===== src/rtl/imem_pkg.sv =====
// Shared types and defaults for the instruction-memory arbiter.
// Optional debug/loader port is enabled by defining IMEM_ARB_DBG_EN.
package imem_pkg;

    localparam int          DEPTH    = 256;
    localparam logic [31:0] ADDR_MAX = 32'h0000_03FF;

    typedef enum logic [1:0] {
        S_IDLE     = 2'd0,
        S_RESP_IF  = 2'd1,
        S_RESP_DBG = 2'd2
    } state_t;

    typedef enum logic {
        PORT_IF  = 1'b0,
        PORT_DBG = 1'b1
    } port_t;

endpackage


===== src/rtl/rr_arb2.sv =====
// Two-way round-robin arbiter: on contention the port not granted last wins.
// Grants are combinational and forced low while reset is asserted.
module rr_arb2
    import imem_pkg::*;
(
    input  logic i_clk,
    input  logic i_rst_n,
    input  logic i_req_if,
    input  logic i_req_dbg,
    output logic o_gnt_if,
    output logic o_gnt_dbg
);

    port_t r_last;

    always_comb begin
        o_gnt_if  = 1'b0;
        o_gnt_dbg = 1'b0;
        if (i_rst_n) begin
            if (i_req_if && (!i_req_dbg || r_last == PORT_DBG)) begin
                o_gnt_if = 1'b1;
            end else if (i_req_dbg) begin
                o_gnt_dbg = 1'b1;
            end
        end
    end

    // Reset marks debug as last-granted so fetch wins the first contention.
    always_ff @(posedge i_clk or negedge i_rst_n) begin
        if (!i_rst_n) begin
            r_last <= PORT_DBG;
        end else if (o_gnt_if) begin
            r_last <= PORT_IF;
        end else if (o_gnt_dbg) begin
            r_last <= PORT_DBG;
        end
    end

endmodule


===== src/rtl/imem_arbiter.sv =====
// Arbitrates fetch and debug/loader accesses onto one single-port instruction memory.
// Debug port is functional only when IMEM_ARB_DBG_EN is defined; otherwise it is inert.
module imem_arbiter
    import imem_pkg::*;
#(
    parameter int          DEPTH    = imem_pkg::DEPTH,
    parameter logic [31:0] ADDR_MAX = imem_pkg::ADDR_MAX
) (
    input  logic                     i_clk,
    input  logic                     i_rst_n,
    input  logic                     i_if_req,
    input  logic [31:0]              i_if_addr,
    output logic                     o_if_gnt,
    output logic                     o_if_rvalid,
    output logic [31:0]              o_if_rdata,
    output logic                     o_if_err,
    input  logic                     i_dbg_req,
    input  logic                     i_dbg_we,
    input  logic [31:0]              i_dbg_addr,
    input  logic [31:0]              i_dbg_wdata,
    output logic                     o_dbg_gnt,
    output logic                     o_dbg_rvalid,
    output logic [31:0]              o_dbg_rdata,
    output logic                     o_dbg_err,
    output logic                     o_mem_en,
    output logic                     o_mem_we,
    output logic [$clog2(DEPTH)-1:0] o_mem_addr,
    output logic [31:0]              o_mem_wdata,
    input  logic [31:0]              i_mem_rdata,
    output state_t                   o_fsm_state
);

    localparam int AW = $clog2(DEPTH);

    logic        w_dbg_req;
    logic        w_dbg_we;
    logic        w_gnt_if;
    logic        w_gnt_dbg;
    logic        w_gnt;
    logic [31:0] w_addr;
    logic        w_legal;
    logic [31:0] w_resp_data;
    state_t      w_state_nxt;
    state_t      r_state;
    logic        r_resp_err;
    logic        r_resp_wr;

`ifdef IMEM_ARB_DBG_EN
    assign w_dbg_req   = i_dbg_req;
    assign w_dbg_we    = i_dbg_we;
    assign o_mem_wdata = i_dbg_wdata;
`else
    logic w_unused_dbg;
    assign w_unused_dbg = ^{i_dbg_req, i_dbg_we, i_dbg_wdata};
    assign w_dbg_req    = 1'b0;
    assign w_dbg_we     = 1'b0;
    assign o_mem_wdata  = 32'd0;
`endif

    rr_arb2 u_rr_arb2 (
        .i_clk     (i_clk),
        .i_rst_n   (i_rst_n),
        .i_req_if  (i_if_req),
        .i_req_dbg (w_dbg_req),
        .o_gnt_if  (w_gnt_if),
        .o_gnt_dbg (w_gnt_dbg)
    );

    assign w_gnt     = w_gnt_if | w_gnt_dbg;
    assign o_if_gnt  = w_gnt_if;
    assign o_dbg_gnt = w_gnt_dbg;

    assign w_addr  = w_gnt_dbg ? i_dbg_addr : i_if_addr;
    assign w_legal = (w_addr <= ADDR_MAX) && (w_addr[1:0] == 2'b00);

    // Illegal accesses are still granted but never reach the memory.
    assign o_mem_en   = w_gnt & w_legal;
    assign o_mem_we   = w_gnt_dbg & w_dbg_we & w_legal;
    assign o_mem_addr = w_addr[AW+1:2];

    always_comb begin
        w_state_nxt = S_IDLE;
        if (w_gnt_if) begin
            w_state_nxt = S_RESP_IF;
        end else if (w_gnt_dbg) begin
            w_state_nxt = S_RESP_DBG;
        end
    end

    always_ff @(posedge i_clk or negedge i_rst_n) begin
        if (!i_rst_n) begin
            r_state    <= S_IDLE;
            r_resp_err <= 1'b0;
            r_resp_wr  <= 1'b0;
        end else begin
            r_state    <= w_state_nxt;
            r_resp_err <= w_gnt & ~w_legal;
            r_resp_wr  <= o_mem_we;
        end
    end

    // Errors and write acks return zero data instead of the memory output.
    assign w_resp_data = (r_resp_err || r_resp_wr) ? 32'd0 : i_mem_rdata;

    always_comb begin
        o_if_rvalid  = 1'b0;
        o_if_rdata   = 32'd0;
        o_if_err     = 1'b0;
        o_dbg_rvalid = 1'b0;
        o_dbg_rdata  = 32'd0;
        o_dbg_err    = 1'b0;
        case (r_state)
            S_RESP_IF: begin
                o_if_rvalid = 1'b1;
                o_if_rdata  = w_resp_data;
                o_if_err    = r_resp_err;
            end
`ifdef IMEM_ARB_DBG_EN
            S_RESP_DBG: begin
                o_dbg_rvalid = 1'b1;
                o_dbg_rdata  = w_resp_data;
                o_dbg_err    = r_resp_err;
            end
`endif
            default: ;
        endcase
    end

    assign o_fsm_state = r_state;

endmodule


===== config.mk =====
export PLATFORM = sky130hd
export DESIGN_NAME = imem_arbiter
export DESIGN_NICKNAME = d
export VERILOG_FILES = /design/src/rtl/imem_pkg.sv /design/src/rtl/rr_arb2.sv /design/src/rtl/imem_arbiter.sv
export SDC_FILE = /design/constraint.sdc
export NUM_CORES = 1
export LEC_CHECK = 0
export BUFFER_PORTS_ARGS = -buffer_cell sky130_fd_sc_hd__buf_2
export CORE_AREA = 2 2 95 97
export CTS_CLUSTER_SIZE = 8
export DETAILED_ROUTE_END_ITERATION = 10
export DIE_AREA = 0 0 97 99
export GPL_ROUTABILITY_DRIVEN = 0
export SYNTH_ARGS = -nofsm -noshare
export SYNTH_HDL_FRONTEND = slang
export SYNTH_SLANG_ARGS = --single-unit

===== constraint.sdc =====
create_clock -name i_clk -period 1.45 [get_ports i_clk]
set_clock_uncertainty 0.05 [all_clocks]
set_input_delay 0 -clock i_clk [delete_from_list [all_inputs] [get_ports i_clk]]
set_output_delay 0 -clock i_clk [all_outputs]
set_load 0.03 [all_outputs]

==> results.py <==
metrics = {
    "worst_setup_path": {
        "critical_path_arrival_ns": 1.30,
        "endpoint_kind": "output port",
        "critPathKind": "flop to output port",
        "start_kind": "flop",
        "critPathRequiredTime_ns": 1.40,
        "cp_max_fo": 12,
    },
    "clock_tree": {
        "cts.path.max_buffers": 2,
        "cts_made_buffers": 3,
        "clkTransAtPathRegs_ns": 0.03,
        "htreeDepth": 1,
        "clkSinkCount": 2,
        "tritoncts": "built",
        "root_buffer": "clkbuf_8",
    },
    "place": {
        "port_buffers": 95,
        "pre_cts_ws_ns": 0.3047,
        "dp_hpwl_um": 2966,
    },
    "final_layout": {
        "area_growth_pct": 43.69,
        "regArea_sq_um": 50.05,
        "fin_util_pct": 15.83,
        "layout_common_cells": "buf_2, conb_1, and2_1, dlygate4sd3_1, nor4_1",
        "fin_nets": 361,
        "layout-drive-gt1-share_pct": 44.69,
        "layout_commonest_cell": "buf_2",
        "antenna_cells": 0,
        "nFillCells": 1009,
        "multi_input_area_sq_um": 543.0,
    },
    "run": {
        "maxCapViolations": 0,
    },
    "floorplanning": {
        "rows": 34,
        "num_io_pins": 247,
        "coreArea_sq_um": 8551,
        "dieArea_sq_um": 9603,
        "start_util_pct": 11.02,
        "die_h_um": 99,
        "dieWidth_um": 97,
    },
    "yosys": {
        "ys_seq_area_share_pct": 5.312,
        "synthCells": 130,
        "synth_area_sq_um": 942.2,
        "syn_avg_cell_area_sq_um": 7.247,
        "yosys_warnings": 0,
        "synth_top_area_share_pct": 62.15,
        "synth_top_area_cell": "buf_4",
        "yosys.cell_types.count": 13,
        "synth_seq_cells": 2,
        "yosys-top-cells-area": "buf_4, and2_1, dfrtp_1",
    },
    "route": {
        "wl_per_cell_um": 9.569,
        "via_per_inst": 2.844,
        "ant_nets": 0,
        "dr.pass1.iters": 4,
        "drc": 0,
        "routed_wl_um": 3196,
        "via_count": 950,
        "first_iter_violations": 11,
    },
    "pwr": {
        "power_frac_clock_pct": 27.3,
        "internal-power_uw": 353.7,
        "p_switching_uw": 441.8,
        "vdd_drop_max_mv": 0.1796,
        "leakage_uw": 0.0008580,
        "switching_share_pct": 55.54,
        "p_per_area_nw_per_um2": 587.6,
        "power_frac_seq_pct": 7.7,
        "combPwrFrac_pct": 65.0,
    },
    "global_route": {
        "gr-total-overflow": 0,
        "grt_antenna_before_repair": 0,
        "grt_use_total_pct": 5.808,
        "grt_pass1_wl_um": 4271,
        "grt_max_degree": 21,
        "first_global_vias": 822,
    },
    "sta": {
        "layout_min_cycle_time_ns": 1.354,
        "worst_slack_ns": 0.09610,
        "min_period_over_period_pct": 93.37,
        "rsz0062_at_grt": "false",
        "report.final.slew_viol_count": 0,
        "fin_tns_setup_ns": 0,
        "hold_viol": 0,
        "setup_viol": 0,
        "clock.fmax_ghz": 0.7386,
    },
    "outcome": {
        "status": "completed",
    },
    "worst_hold_path": {
        "hold_path.class": "primary input to flop",
    },
}
through the flow:
stage               std cells  cell area, sq um  total power, uW  hold slack, ns
floorplan                 198              1197            597.6         -0.3456
global placement          322              1222            528.4         -0.2570
detailed placement        322              1222            531.3         -0.2538
CTS                       334              1354            803.2        0.009265
global route              334              1354            840.1         0.04945
finish                    334              1354            795.5        0.004321
layer usage:
metal | vias up | track usage [%] | part of all wire (%)
met5 | - | 0 | 0
met4 | 0 | 0.9751 | 0
met3 | 0 | 5.887 | 27
met2 | 120 | 8.761 | 42
met1 | 384 | 5.790 | 31
li1 | 446 | - | -
worst paths after layout:
| kind | end | start | cells after the start |
|---|---|---|---|
| min | o_fsm_state[0] | i_if_req | 3 |
| min in group asynchronous | o_fsm_state[0] | i_rst_n | 2 |
| max in group asynchronous | r_resp_err | i_rst_n | 2 |
| max | o_if_rdata[8] | r_resp_err | 4 |
synth_stat cells (all sizes together):
master,count
inv,1
nand2,2
clkbuf,3
nor4,6
and2,33
conb,1
and2b,1
o21a,1
buf,78
nor3,1
dfrtp,2
nand4,1
flip-flops by register name, indices dropped and copies added, names as in the netlist:
name and flops:
o_fsm_state 1, r_resp_err 1
power groups by stage:
| stage | Sequential [uW] | Combinational, uW | Clock (uW) |
|---|---|---|---|
| final | 61.0 | 517 | 217 |
| after global routing | 61.5 | 547 | 232 |
| after CTS | 61.0 | 517 | 225 |
| after detailed placement | 61.5 | 470 | 0 |
| after global placement | 61.2 | 467 | 0 |
| after floorplan | 64.0 | 534 | 0 |
area by class of cell:
cell class                      instances  share of cell area (%)
Timing Repair Buffer                  106                   42.88
Multi-Input combinational cell        114                   40.11
Tap cell                              108                   9.982
Sequential cell                         2                   3.697
Clock buffer                            3                   3.050
Inverter                                1                  0.2773
critical path: stages (launching register included):
cell	delay (ns)
dfrtp_1	0.36
and2b_1	0.21
buf_4	0.15
and2_1	0.14
buf_2	0.24
cells by family (layout without fill, tap and decap cells):
family / count (synthesis) / in the layout / synth area share [%]
other: 1 / 69 / 0.3980
buffers and inverters: 82 / 110 / 64.14
flip-flops: 2 / 2 / 5.312
AO/OA/AOI/OAI: 1 / 1 / 0.7971
AND/OR/NAND/NOR: 44 / 44 / 29.35
repair_timing:
item	in CTS	in global routing
hold endpoints to repair	10	0
buffers inserted	0	0
gates resized for setup	0	0
hold buffers	9	0
Power figures use the tool's default switching activity.
